## src/rtl/raster_cmd_pkg.sv

```systemverilog
// Shared definitions for the rasterizer command stream (encoder and decoder).
package raster_cmd_pkg;

  // Wire command codes carried in word bits [6:5]
  localparam logic [1:0] CMD_NOP   = 2'b00;
  localparam logic [1:0] CMD_PIXEL = 2'b01;
  localparam logic [1:0] CMD_LINE  = 2'b10;
  localparam logic [1:0] CMD_RECT  = 2'b11;

  // CLEAR reuses the PIXEL code with a parameter PIXEL can never produce
  localparam logic [4:0] CLEAR_PARAM = 5'h1F;
  localparam int         EN_BIT      = 7;

  // Host-side request op codes
  typedef enum logic [1:0] {
    OP_PIXEL = 2'd0,
    OP_LINE  = 2'd1,
    OP_RECT  = 2'd2,
    OP_CLEAR = 2'd3
  } op_e;

  // Number of words each request expands into
  localparam int WORDS_PIXEL = 2;
  localparam int WORDS_LINE  = 4;
  localparam int WORDS_RECT  = 4;
  localparam int WORDS_CLEAR = 1;

  typedef enum logic [1:0] {
    ST_IDLE = 2'd0,
    ST_EMIT = 2'd1,
    ST_GAP  = 2'd2
  } state_e;

  // Index of the final word of a command
  function automatic logic [1:0] last_index(input op_e op);
    case (op)
      OP_PIXEL: last_index = 2'(WORDS_PIXEL - 1);
      OP_LINE:  last_index = 2'(WORDS_LINE - 1);
      OP_RECT:  last_index = 2'(WORDS_RECT - 1);
      default:  last_index = 2'(WORDS_CLEAR - 1);
    endcase
  endfunction

endpackage

```

## src/rtl/raster_cmd_encoder.sv

```systemverilog
// Serializes one draw request into decoder command words, one per clock,
// followed by GAP idle (en=0) cycles. GAP must lie in 1..15.
module raster_cmd_encoder
  import raster_cmd_pkg::*;
#(
  parameter int unsigned GAP = 1
) (
  input  logic       clk,
  input  logic       rst,
  input  logic       req_valid,
  output logic       req_ready,
  input  logic [1:0] req_op,
  input  logic [2:0] req_a,
  input  logic [2:0] req_b,
  input  logic [2:0] req_c,
  input  logic [2:0] req_d,
  input  logic       hold,
  output logic [7:0] stream_out,
  output logic       busy,
  output logic       done
);

  localparam logic [3:0] GAP_LOAD = 4'(GAP);

  state_e      state_q, state_d;
  logic [1:0]  idx_q, idx_d;
  logic [3:0]  gap_q, gap_d;
  op_e         op_q, op_d;
  logic [2:0]  a_q, a_d, b_q, b_d, c_q, c_d, d_q, d_d;
  logic [7:0]  stream_q, word_d;
  logic        busy_q, done_q, done_d;
  logic [1:0]  cmd_sel;
  logic [4:0]  param_sel;
  logic        accept;

  // Ready only in IDLE; hold and reset both block acceptance
  assign req_ready = (state_q == ST_IDLE) && !hold && !rst;
  assign accept    = req_valid && req_ready;

  // Next-state: capture on acceptance, walk word index, then count the gap
  always_comb begin
    state_d = state_q;
    idx_d   = idx_q;
    gap_d   = gap_q;
    op_d    = op_q;
    a_d     = a_q;
    b_d     = b_q;
    c_d     = c_q;
    d_d     = d_q;
    case (state_q)
      ST_IDLE: begin
        if (accept) begin
          state_d = ST_EMIT;
          idx_d   = 2'd0;
          op_d    = op_e'(req_op);
          a_d     = req_a;
          b_d     = req_b;
          c_d     = req_c;
          d_d     = req_d;
        end
      end
      ST_EMIT: begin
        if (idx_q == last_index(op_q)) begin
          state_d = ST_GAP;
          gap_d   = GAP_LOAD;
        end else begin
          idx_d = idx_q + 2'd1;
        end
      end
      ST_GAP: begin
        if (gap_q <= 4'd1) begin
          state_d = ST_IDLE;
        end else begin
          gap_d = gap_q - 4'd1;
        end
      end
      default: state_d = ST_IDLE;
    endcase
  end

  // Word mux on the upcoming (op, index) so the word lands in the output register
  always_comb begin
    cmd_sel   = CMD_NOP;
    param_sel = '0;
    case (idx_d)
      2'd0: begin
        param_sel = {2'b00, a_d};
        case (op_d)
          OP_PIXEL: cmd_sel = CMD_PIXEL;
          OP_LINE:  cmd_sel = CMD_LINE;
          OP_RECT:  cmd_sel = CMD_RECT;
          default: begin
            cmd_sel   = CMD_PIXEL;
            param_sel = CLEAR_PARAM;
          end
        endcase
      end
      2'd1:    param_sel = {2'b00, b_d};
      2'd2:    param_sel = {2'b00, c_d};
      default: param_sel = {2'b00, d_d};
    endcase
    word_d = '0;
    if (state_d == ST_EMIT) begin
      word_d[EN_BIT] = 1'b1;
      word_d[6:5]    = cmd_sel;
      word_d[4:0]    = param_sel;
    end
    done_d = (state_d == ST_EMIT) && (idx_d == last_index(op_d));
  end

  // State and registered outputs; reset truncates any command in flight
  always_ff @(posedge clk) begin
    if (rst) begin
      state_q  <= ST_IDLE;
      idx_q    <= '0;
      gap_q    <= '0;
      op_q     <= OP_PIXEL;
      a_q      <= '0;
      b_q      <= '0;
      c_q      <= '0;
      d_q      <= '0;
      stream_q <= '0;
      busy_q   <= 1'b0;
      done_q   <= 1'b0;
    end else begin
      state_q  <= state_d;
      idx_q    <= idx_d;
      gap_q    <= gap_d;
      op_q     <= op_d;
      a_q      <= a_d;
      b_q      <= b_d;
      c_q      <= c_d;
      d_q      <= d_d;
      stream_q <= word_d;
      busy_q   <= (state_d != ST_IDLE);
      done_q   <= done_d;
    end
  end

  assign stream_out = stream_q;
  assign busy       = busy_q;
  assign done       = done_q;

endmodule
```

## config.mk

```make
export PLATFORM = sky130hd
export DESIGN_NAME = raster_cmd_encoder
export DESIGN_NICKNAME = d
export VERILOG_FILES = /design/src/rtl/raster_cmd_pkg.sv /design/src/rtl/raster_cmd_encoder.sv
export SDC_FILE = /design/constraint.sdc
export NUM_CORES = 1
export LEC_CHECK = 0
export ABC_AREA = 1
export BUFFER_PORTS_ARGS = -buffer_cell sky130_fd_sc_hd__clkbuf_2
export CAP_MARGIN = 15
export CORE_MARGIN = 4
export CORE_UTILIZATION = 54
export CTS_CLUSTER_SIZE = 8
export DETAILED_ROUTE_END_ITERATION = 10
export PLACE_DENSITY_LB_ADDON = 0.12
export SYNTH_ARGS = -nofsm -noshare
export SYNTH_HDL_FRONTEND = slang
export SYNTH_SLANG_ARGS = --single-unit
```

## constraint.sdc

```tcl
create_clock -name clk -period 2.1 [get_ports clk]
set_input_delay 0.315 -clock clk [delete_from_list [all_inputs] [get_ports clk]]
set_output_delay 0.315 -clock clk [all_outputs]
set_load 0.01 [all_outputs]
```

* Yosys cells after proc, flatten, opt, wreduce, memory -nomap -nowiden *
Cells that the tools add are included.

storage, ports and cells
  register bits = 32
  word-level logic and storage cells = 77

cells by class
  $add $sub $neg = 2
  order comparisons = 1
  eq/ne operators = 13
  muxes and demuxes = 28
  bitwise logic cells = 2
  reductions and logical operators = 18

operators with widths
  kind                   count
  $mux W3                8
  $mux W2                9
  $pmux W2 S2            4
  $pmux W5 S3            1
  $eq A2 B1 Y1 const B   5
  $eq A2 B2 Y1 const B   4
  $logic_not A2 Y1       4
  $mux W4                2
  $mux W8                1
  $pmux W4 S2            1
  $pmux W2 S3            1
  $reduce_or A2 Y1       3
  $reduce_or A3 Y1       2
  $mux W5                1
  $eq A2 B2 Y1           2
  $le A4 B1 Y1 const B   1
  $logic_and A1 B1 Y1    4
  $ne A2 B2 Y1 const B   2
  $reduce_bool A2 Y1     2
  $sub A4 B1 Y4 const B  1
  $reduce_and A3 Y1      1
  $add A2 B1 Y2 const B  1
  $logic_not A1 Y1       2
  $not A1 Y1             2

* Longest topological paths before layout *
Gate-level depths: netlist of the first run.

  word-level depth = 11
  depth in mapped cells = 14
  mapped depth without buffers = 13

* Worst setup path after synthesis of the first run *
No wires, ideal clock.

  path kind = register to register
  start = register state_q[0]
  end = register stream_q[0], in the netlist stream_out[0]
  setup time = 115 ps
  arrival time = 1732 ps
  data required time = 1985 ps
  path slack = 253 ps
  stages on the path, launching flop included = 15
  cell sequence = dfxtp_1 nor2_2 nand3_2 inv_1 buf_2 or2_2 o21ai_0 inv_1 ha_1 inv_1 nand3_1 nor2_1 nor2_1 nor2_1 nor2_1

on the way
  longest elaborated chain between the ends = 10

ends and longest elaborated chain
  what                                  line                                                source
  start: declaration                    raster_cmd_encoder.sv:25                            state_e state_q, state_d;
  start signal: assignment              raster_cmd_encoder.sv:126                           state_q <= state_d;
  $logic_not A2 Y1 (*)                  raster_cmd_encoder.sv:37, raster_cmd_encoder.sv:50
  $logic_and A1 B1 Y1 (2 in series)     raster_cmd_encoder.sv:37                            assign req_ready = (state_q == ST_IDLE) && !hold && !rst;
  $logic_and A1 B1 Y1                   raster_cmd_encoder.sv:38                            assign accept = req_valid && req_ready;
  $mux W2                               raster_cmd_encoder.sv:52                            if (accept) begin
  $mux W2 (*)                           raster_cmd_encoder.sv:50                            case (state_q)
  named net op_d[1]                     raster_cmd_encoder.sv:28                            op_e op_q, op_d;
  $eq A2 B2 Y1 (tied with other cells)  raster_cmd_encoder.sv:88                            case (op_d)
  $reduce_or A3 Y1 (no line) (*)        -
  $mux W5 (*)                           raster_cmd_encoder.sv:88
  $pmux W5 S3 (*)                       raster_cmd_encoder.sv:85                            case (idx_d)
  end signal: assignment                raster_cmd_encoder.sv:134                           stream_q <= word_d;
  end: declaration                      raster_cmd_encoder.sv:30                            logic [7:0] stream_q, word_d;

Mark *: on every way through the listed nets, which the timed path passes. The rest lies on a longest branch.
A chain may end at the register's enable or synchronous reset.

* Worst setup path after layout of the first run *
Ends and elaborated chain as after synthesis.

==> results of run 1 <==
[placed cells by master, fill, tap and decap left out, drive strengths merged]
master	count
o31ai	1
nand2	57
and3	2
nor3	4
clkinvlp	1
nand4	4
clkbuf	35
xor2	2
buf	3
o21ai	6
inv	27
nor2	22
mux2i	2
nor4	1
a21oi	12
a211oi	1
or2	2
ha	5
o211ai	2
nand3	15
dfxtp	31
[final cells by class]
| class | instances | area share [%] |
|---|---|---|
| well taps | 30 | 2.16 |
| inverters | 27 | 5.84 |
| clock inverters | 1 | 0.433 |
| flip-flops and latches | 31 | 35.9 |
| repair buffers | 31 | 9.37 |
| multi-input cells | 138 | 42.5 |
| clock buffers | 7 | 3.75 |
[state kept, by name, summed over array words and instances (netlist names), 2 cells and up]
name / flops
stream_out: 7
idx_q: 2
op_q: 2
c_q: 3
gap_q: 4
d_q: 3
b_q: 3
a_q: 3
state_q: 2
[worst max path at each step]
stage,end
global placement,stream_out[0]
floorplan,stream_out[0]
finish,stream_out[0]
detailed placement,stream_out[0]
global route,stream_out[0]
CTS,stream_out[0]
[metal layers]
| layer | global-route usage [%] | vias to the layer above | part of all wire [%] |
|---|---|---|---|
| met2 | 37.1 | 24 | 51 |
| met1 | 23.6 | 603 | 44 |
| li1 | - | 706 | - |
| met5 | 0 | - | 0 |
| met3 | 7.02 | 5 | 4.3 |
| met4 | 5.26 | 0 | 0.93 |
[worst reg2reg max path, cell delays in order, from the launching register on]
cell     delay [ns]
dfxtp_2        0.37
nor2_2         0.04
nand3_2        0.08
inv_1          0.10
or2_2          0.30
o21ai_2        0.09
inv_1          0.07
ha_1           0.19
inv_1          0.11
nand3_1        0.11
nor2_1         0.10
nor2_1         0.05
nor2_1         0.10
nor2_1         0.04
[cells by family after synthesis]
family	after synthesis	share of synthesized area [%]
multiplexers	2	1.34
buffers and inverters	33	9.60
AND/OR/NAND/NOR	107	33.6
XOR/XNOR	2	1.17
flip-flops	31	41.4
AO/OA/AOI/OAI	22	8.76
adder cells (fa/ha/maj)	5	4.17
[Yosys cell counts, drive strengths merged]
library cell   n  area [um2]
a211oi         1        7.51
a21oi         12        60.1
and3           2        12.5
buf            6        42.5
dfxtp         31         621
ha             5        62.6
inv           27         101
mux2i          2        20.0
nand2         57         239
nand3         15         100
nand4          4        25.0
nor2          22        87.6
nor3           4        20.0
nor4           1        6.26
o211ai         2        15.0
o21ai          6        41.3
o31ai          1        7.51
or2            2        12.5
xor2           2        17.5
[metrics by stage]
stage | area, um2 | utilization (%) | instances
floorplan | 1500 | - | 202
global placement | 1660 | 64.5 | 257
detailed placement | 1660 | 64.5 | 257
CTS | 1730 | 67.3 | 265
global route | 1740 | 67.6 | 265
finish | 1740 | 67.6 | 265
[power groups by stage]
stage               logic, W  clock network (W)  registers, W
floorplan           0.000108                  0      0.000631
global placement    0.000151                  0      0.000629
detailed placement  0.000156                  0      0.000630
CTS                 0.000158           0.000413      0.000616
global route        0.000183           0.000442      0.000619
finish              0.000159           0.000399      0.000616
[repair_timing]
item / in CTS / in global routing
endpoints found under the setup margin: 0 / 3
hold buffers: 0 / 0
gates resized for setup: 0 / 4
==> flow_summary_export.csv, run 1 <==
group,metric,value,unit
layout,area.growth.synth_to_final,15.8,%
worst_setup_path,r2r_setup_slack,0.25,ns
worst_setup_path,timing.rr.end,"stream_out[0]",
synth,synth_seq_cells,31,
timing,tns,0,ns
timing,min_period,1.85,ns
worst_setup_path,cp_data_required_time,2.32,ns
clock_network,cts.sinks,31,
power_and_ir_drop,p_comb_share,13.5,%
floorplanning,die_w,60.7,um
timing,fin_skew,0.00932,ns
global_routing,grt_max_degree,21,
place,dp_worst_setup_slack,0.124,ns
route,wl_per_cell,11.8,um
place,dpl.hpwl,2380,um
worst_setup_path,cpPeakStageDelay,0.37,ns
timing,max_freq,541,MHz
floorplanning,num_rows,18,
timing,layout_setup_ws,0.251,ns
timing,drv_slew,0,
outcome,status,"finished, final reports clean",
power_and_ir_drop,swShare,26.5,%
worst_setup_path,cp_common_cell,"nor2_1",
power_and_ir_drop,p_leak,0.947,nW
worst_setup_path,end_kind,"flip-flop",
timing,hold_viol_final,0,
floorplanning,core,2570,um2
worst_setup_path,path_cells,"nor2_2 > nand3_2 > inv_1 > or2_2 > o21ai_2 > inv_1 > ha_1 > inv_1 > nand3_1 > nor2_1 > nor2_1 > nor2_1 > nor2_1",
worst_setup_path,crit_buf_inv,3,
worst_setup_path,cp.arrival,2.07,ns
route,drt-total-wl,3130,um
clock_network,cts_max_level,2,
worst_setup_path,worstPathMaxFanout,5,
synth,syn_area_per_cell,7.42,um2
clock_network,cts_inserted_buffers,5,
min_path,hold-path-endpoint,"b_q[1]",
power_and_ir_drop,irDropWorstVdd,497,uV
route,firstDrtPassIters,4,
timing,period_share,88.1,%
layout,layout.nets,257,
worst_setup_path,path_class,"reg2reg",
layout,insertedDiodeCount,0,
min_path,min_path_cells,3,
place,port_buffers,28,
synth,synth_nets,225,
route,vias,1338,
timing,finalSetupViolations,0,
route,drc,0,
layout,multi_input_area,738,um2
synth,synthDistinctLibCells,28,
power_and_ir_drop,internal_power,0.000863,W
floorplanning,initial_core_util,58.4,%
worst_setup_path,r2r_cells,13,
timing,whs,0.235,ns
route,ant_nets,0,
min_path,hold_path_class,"in2reg",
clock_network,cts_buffer_depth,2,
floorplanning,dieHeight,60.7,um
global_routing,grt.overflow.total,0,
worst_setup_path,start_kind,"flip-flop",
timing,rsz0062_at_grt,"false",
global_routing,grt_first_pass_wirelength,5700,um
min_path,min_from,"req_b[1]",
power_and_ir_drop,total_power,0.00117,W
layout,drive_gt1_share,27.2,%
worst_setup_path,path_delay_family,"simple AND/OR/NAND/NOR gates",
layout,ff_latch_area,623,um2
global_routing,track_usage,20.7,%
global_routing,grt_pass1_vias,1368,
timing,relSlewSlack,77.4,%
worst_setup_path,crit_start,"state_q[0]",
synth,syn_area,1500,um2
synth,syn_inst,202,
place,gp_congestion,0.972,
clock_network,clk_pin_slew_worst_paths,0.10,ns
floorplanning,pin_count,29,
worst_setup_path,r2r_start,"state_q[0]",
synth,synth-seq-area-share,41.4,%
clock_network,cts_tree,"done",
route,drt_iter0_markers,28,
synth,yosysWarnings,0,
power_and_ir_drop,clockPowerShare,34.0,%
power_and_ir_drop,p_seq_share,52.5,%
timing,tightestPinTransition,0.336,ns
worst_setup_path,cp.depth,13,
worst_setup_path,crit_slowest_cell,"dfxtp_2",
clock_network,root_buffer,"clkbuf_4",
floorplanning,dieArea,3680,um2
power_and_ir_drop,p_sw,0.000311,W
clock_network,clk_latency,0.33,ns
power_and_ir_drop,power_density,677,nW/um2
layout,fillers,237,
route,via_per_inst,5.05,
flow_run,drv_cap,0,
global_routing,antenna_found_initial,0,
clock_network,cts_setup_buffers,0,
(Power assumes the default switching activity.)
==> inputs of run 2 (changes only) <==
--- a/config.mk
+++ b/config.mk
@@ -6,12 +6,12 @@
 export NUM_CORES = 1
 export LEC_CHECK = 0
 export ABC_AREA = 1
-export BUFFER_PORTS_ARGS = -buffer_cell sky130_fd_sc_hd__clkbuf_2
 export CAP_MARGIN = 15
 export CORE_MARGIN = 4
-export CORE_UTILIZATION = 54
+export CORE_UTILIZATION = 35
 export CTS_CLUSTER_SIZE = 8
 export DETAILED_ROUTE_END_ITERATION = 10
+export DONT_BUFFER_PORTS = 1
 export PLACE_DENSITY_LB_ADDON = 0.12
 export SYNTH_ARGS = -nofsm -noshare
 export SYNTH_HDL_FRONTEND = slang
==> flow_summary_export.csv, run 2 (synthesized netlist as in run 1, its figures left out) <==
group,metric,value,unit
timing,drv_slew,0,
power_and_ir_drop,power_density,762,nW/um2
worst_setup_path,cp_data_required_time,2.27,ns
worst_setup_path,path_delay_family,"simple AND/OR/NAND/NOR gates",
worst_setup_path,cpPeakStageDelay,0.37,ns
place,gp_congestion,0.756,
worst_setup_path,cp_common_cell,"nor2_1",
clock_network,cts_setup_buffers,0,
timing,fin_skew,0.00341,ns
clock_network,root_buffer,"clkbuf_8",
global_routing,track_usage,13.5,%
layout,ff_latch_area,622,um2
clock_network,cts_buffer_depth,2,
place,port_buffers,0,
clock_network,post_cts_resized,0,
route,drc,0,
worst_setup_path,r2r_cells,13,
worst_setup_path,crit_buf_inv,3,
power_and_ir_drop,p_sw,0.000302,W
floorplanning,initial_core_util,36.9,%
layout,fillers,422,
floorplanning,dieHeight,73.4,um
global_routing,grt.overflow.total,0,
global_routing,use_met2,21.0,%
flow_run,drv_cap,0,
layout,fin_util,40.6,%
power_and_ir_drop,p_comb_share,9.9,%
floorplanning,pin_count,29,
clock_network,cts.sinks,31,
worst_setup_path,r2r_setup_slack,0.29,ns
timing,tns,0,ns
layout,layout.nets,229,
floorplanning,num_rows,23,
layout,insertedDiodeCount,0,
worst_setup_path,worstPathMaxFanout,5,
power_and_ir_drop,internal_power,0.000952,W
worst_setup_path,cp.arrival,1.99,ns
power_and_ir_drop,p_seq_share,49.5,%
layout,area.growth.synth_to_final,9.85,%
route,drt-total-wl,3100,um
place,dp_worst_setup_slack,0.176,ns
route,wl_per_cell,12.1,um
power_and_ir_drop,p_leak,0.839,nW
clock_network,clk_pin_slew_worst_paths,0.06,ns
timing,relSlewSlack,62.6,%
worst_setup_path,path_cells,"nor2_2 > nand3_2 > inv_1 > or2_2 > inv_1 > a21oi_1 > ha_1 > inv_2 > nand3_1 > nor2_1 > nor2_1 > nor2_1 > nor2_1",
place,dpl_cell_area,1540,um2
global_routing,grt_pass1_vias,1274,
worst_setup_path,timing.rr.end,"stream_out[0]",
global_routing,met3_usage,5.47,%
timing,tightestPinTransition,0.555,ns
layout,multi_input_area,738,um2
worst_setup_path,crit_start,"state_q[1]",
clock_network,cts_max_level,2,
route,vias,1212,
worst_setup_path,cp.depth,13,
clock_network,clk_latency,0.28,ns
worst_setup_path,start_kind,"flip-flop",
route,ant_nets,0,
global_routing,antenna_found_initial,0,
layout,final_area,1650,um2
power_and_ir_drop,swShare,24.1,%
timing,min_period,1.81,ns
layout,layout_commonest_cell,"nand2_1",
timing,hold_viol_final,0,
floorplanning,dieArea,5390,um2
clock_network,cts_inserted_buffers,5,
worst_setup_path,crit_slowest_cell,"dfxtp_1",
timing,max_freq,552,MHz
power_and_ir_drop,irDropWorstVdd,363,uV
route,via_per_inst,4.72,
timing,rsz0062_at_grt,"false",
route,firstDrtPassIters,4,
worst_setup_path,end_kind,"flip-flop",
floorplanning,die_w,73.4,um
timing,layout_setup_ws,0.287,ns
global_routing,grt_first_pass_wirelength,5600,um
timing,finalSetupViolations,0,
floorplanning,core,4060,um2
place,dpl.hpwl,2460,um
layout,largest_reg_flops,7,
power_and_ir_drop,clockPowerShare,40.6,%
clock_network,hold_buffers,0,
route,drt_iter0_markers,35,
outcome,status,"finished, final reports clean",
global_routing,grt_use_met1,16.0,%
timing,period_share,86.3,%
worst_setup_path,path_class,"reg2reg",
min_path,hold_path_class,"in2reg",
global_routing,grt-busiest-layer,"met2",
clock_network,cts_tree,"done",
layout,drive_gt1_share,16.9,%
global_routing,grt_max_degree,22,
layout,final_cell_mix,"nand2_1 (51), dfxtp_1 (30), inv_1 (22)",
worst_setup_path,crit_end,"stream_out[0]",
timing,whs,0.0952,ns
worst_setup_path,r2r_start,"state_q[1]",
## run 2: cell types whose count changed in the layout (fill, tap and decap cells not counted)
cell,delta
clkbuf_2,-28
clkbuf_4,-5
clkbuf_8,+5
clkbuf_1,+1
clkinvlp_4,-1
dfxtp_1,+1
dfxtp_2,-1
inv_1,-1
inv_2,+1
## run 2: metrics by stage
step	std cells	total power (W)
6_report	257	0.00125
5_1_grt	257	0.00132
4_1_cts	257	0.00127
3_5_place_dp	249	0.000758
3_3_place_gp	249	0.000756
2_1_floorplan	202	0.000739
## run 2: final cells by class
| type | count | share of cell area, % |
|---|---|---|
| Tap cell | 50 | 3.80 |
| Inverter | 27 | 6.16 |
| Multi-Input combinational cell | 138 | 44.8 |
| Clock buffer | 8 | 6.08 |
| Timing Repair Buffer | 3 | 1.37 |
| Sequential cell | 31 | 37.8 |
## run 2: power by group through the flow
stage,Sequential (W),Clock (W),Combinational (W)
2_1_floorplan,0.000631,0,0.000108
3_3_place_gp,0.000633,0,0.000122
3_5_place_dp,0.000634,0,0.000124
4_1_cts,0.000621,0.000528,0.000125
5_1_grt,0.000623,0.000554,0.000147
6_report,0.000621,0.000509,0.000124
## run 2: worst reg2reg max path, stage by stage, from the launching register on
cell     delay, ns
dfxtp_1       0.37
nor2_2        0.06
nand3_2       0.08
inv_1         0.09
or2_2         0.28
inv_1         0.07
a21oi_1       0.06
ha_1          0.23
inv_2         0.08
nand3_1       0.10
nor2_1        0.10
nor2_1        0.05
nor2_1        0.09
nor2_1        0.04
## run 2: worst min-delay path by stage
| stage | depth (start not counted) | endpoint | start |
|---|---|---|---|
| floorplan | 2 | b_q[1] | b_q[1] |
| global placement | 1 | b_q[1] | rst |
| detailed placement | 1 | c_q[1] | rst |
| CTS | 1 | c_q[1] | rst |
| global route | 1 | b_q[1] | rst |
| finish | 1 | c_q[1] | rst |
## run 2: routing by layer
| metal | routed length [um] | vias up |
|---|---|---|
| met1 | 1380 | 523 |
| li1 | - | 653 |
| met3 | 194 | 8 |
| met5 | 0 | - |
| met2 | 1450 | 28 |
| met4 | 87 | 0 |
==> inputs of run 3 (changes only) <==
--- a/config.mk
+++ b/config.mk
@@ -7,6 +7,7 @@
 export LEC_CHECK = 0
 export ABC_AREA = 1
 export CAP_MARGIN = 15
+export CORE_ASPECT_RATIO = 1.25
 export CORE_MARGIN = 4
 export CORE_UTILIZATION = 35
 export CTS_CLUSTER_SIZE = 8
==> flow_summary_export.csv, run 3 (synthesized netlist as in run 1, its figures left out) <==
group,metric,value,unit
outcome,status,"finished, final reports clean",
layout,area.growth.synth_to_final,9.02,%
layout,final_cell_mix,"nand2_1 (51), dfxtp_1 (30), inv_1 (23)",
place,dpl.cell_count,254,
timing,rsz0062_at_grt,"false",
worst_setup_path,r2r_start,"state_q[1]",
power_and_ir_drop,irDropWorstVdd,390,uV
place,gp_congestion,0.758,
layout,layout_commonest_cell,"nand2_1",
route,drt_iter0_markers,16,
timing,min_period,1.81,ns
clock_network,cts_tree,"done",
worst_setup_path,cp.arrival,1.98,ns
layout,layout.nets,228,
floorplanning,num_rows,26,
route,routed-wl-met2,1500,um
timing,period_share,86.4,%
floorplanning,core,4100,um2
route,vias,1229,
route,ant_nets,0,
worst_setup_path,path_class,"reg2reg",
timing,drv_slew,0,
layout,insertedDiodeCount,0,
route,routed.top_layer,"met4",
route,drt-total-wl,3170,um
global_routing,grt_max_degree,22,
clock_network,cts_inserted_buffers,5,
clock_network,cts_max_level,2,
clock_network,cts_buffer_depth,2,
timing,whs,0.0990,ns
floorplanning,dieArea,5400,um2
floorplanning,initial_core_util,36.6,%
floorplanning,pin_count,29,
route,routed-wl-met3,202,um
global_routing,antenna_found_initial,0,
route,drc,0,
floorplanning,dieHeight,81.2,um
flow_run,drv_cap,0,
timing,fin_skew,0.00671,ns
global_routing,grt_first_pass_wirelength,5490,um
route,firstDrtPassIters,4,
clock_network,clk_pin_slew_worst_paths,0.06,ns
min_path,hold_path_class,"in2reg",
clock_network,root_buffer,"clkbuf_8",
global_routing,track_usage,13.6,%
layout,finalNonFillerCells,261,
timing,tns,0,ns
timing,tightestPinTransition,0.536,ns
power_and_ir_drop,power_density,738,nW/um2
layout,fin_util,39.9,%
global_routing,grt.overflow.total,0,
route,wl_per_cell,12.2,um
clock_network,clk_latency,0.28,ns
worst_setup_path,start_kind,"flip-flop",
place,dpl_cell_area,1540,um2
place,dpl.hpwl,2440,um
route,wl_met1,1360,um
timing,relSlewSlack,64.0,%
layout,fillers,445,
worst_setup_path,crit_start,"state_q[1]",
floorplanning,die_w,66.5,um
timing,max_freq,551,MHz
layout,largest_reg_flops,7,
worst_setup_path,end_kind,"flip-flop",
timing,hold_viol_final,0,
power_and_ir_drop,p_leak,0.830,nW
place,port_buffers,0,
worst_setup_path,cp_data_required_time,2.27,ns
timing,finalSetupViolations,0,
min_path,min_from,"rst",
global_routing,grt_pass1_vias,1253,
layout,final_area,1630,um2
clock_network,hold_buffers,0,
route,via_per_inst,4.71,
clock_network,cts.sinks,31,
worst_setup_path,worstPathMaxFanout,5,
layout,drive_gt1_share,16.1,%
## run 3: cell count changes in the layout (fill, tap and decap cells not counted), sizes merged
cell,before,now
clkinv,0,1
clkbuf,8,6
buf,3,2
## run 3: per-stage QoR
step                total power [W]  setup slack, ns
floorplan                  0.000739            0.253
global placement           0.000756            0.270
detailed placement         0.000758            0.220
CTS                         0.00123            0.208
global route                0.00128           0.0122
finish                      0.00121            0.285
## run 3: worst paths after layout
check / end / slack (ns) / cells after the start
max: stream_out[0] / 0.29 / 13
min: b_q[1] / 0.1 / 1
max reg2reg: stream_out[0] / 0.29 / 13
min reg2reg: b_q[1] / 0.46 / 2
## run 3: final cells by class
type / instances / area, um2 / area share, %
tap: 56 / 70.1 / 4.29
timing repair buffer: 2 / 15.0 / 0.919
sequential: 31 / 622 / 38.1
inverter: 27 / 101 / 6.20
clock buffer: 6 / 82.6 / 5.05
multi-input combinational: 138 / 738 / 45.2
clock inverter: 1 / 5.00 / 0.306
## run 3: where the power goes
part / switching, W / internal (W)
clock: 0.000203 / 0.000256
combinational: 0.0000810 / 0.0000439
sequential: 0.0000122 / 0.000608
total: 0.000297 / 0.000909
## run 3: metal layers
metal | vias to the layer above | GRT usage [%]
met5 | - | 0
met4 | 0 | 7.11
met3 | 9 | 5.81
met2 | 33 | 22.4
met1 | 542 | 14.6
li1 | 645 | -
## run 3: critical path, cell delays in order (launching register included)
cell and delay [ns]:
dfxtp_1 0.35, nor2_2 0.05, nand3_2 0.08, inv_1 0.09, or2_2 0.29, o21ai_2 0.09, inv_1 0.06, ha_1 0.18
inv_1 0.10, nand3_1 0.12, nor2_1 0.10, nor2_1 0.05, nor2_1 0.09, nor2_1 0.04
## run 3: repair_timing
| action | CTS | global route |
|---|---|---|
| resized for setup | 0 | 3 |
| setup buffers | 0 | 0 |
| setup endpoints to repair | 0 | 1 |
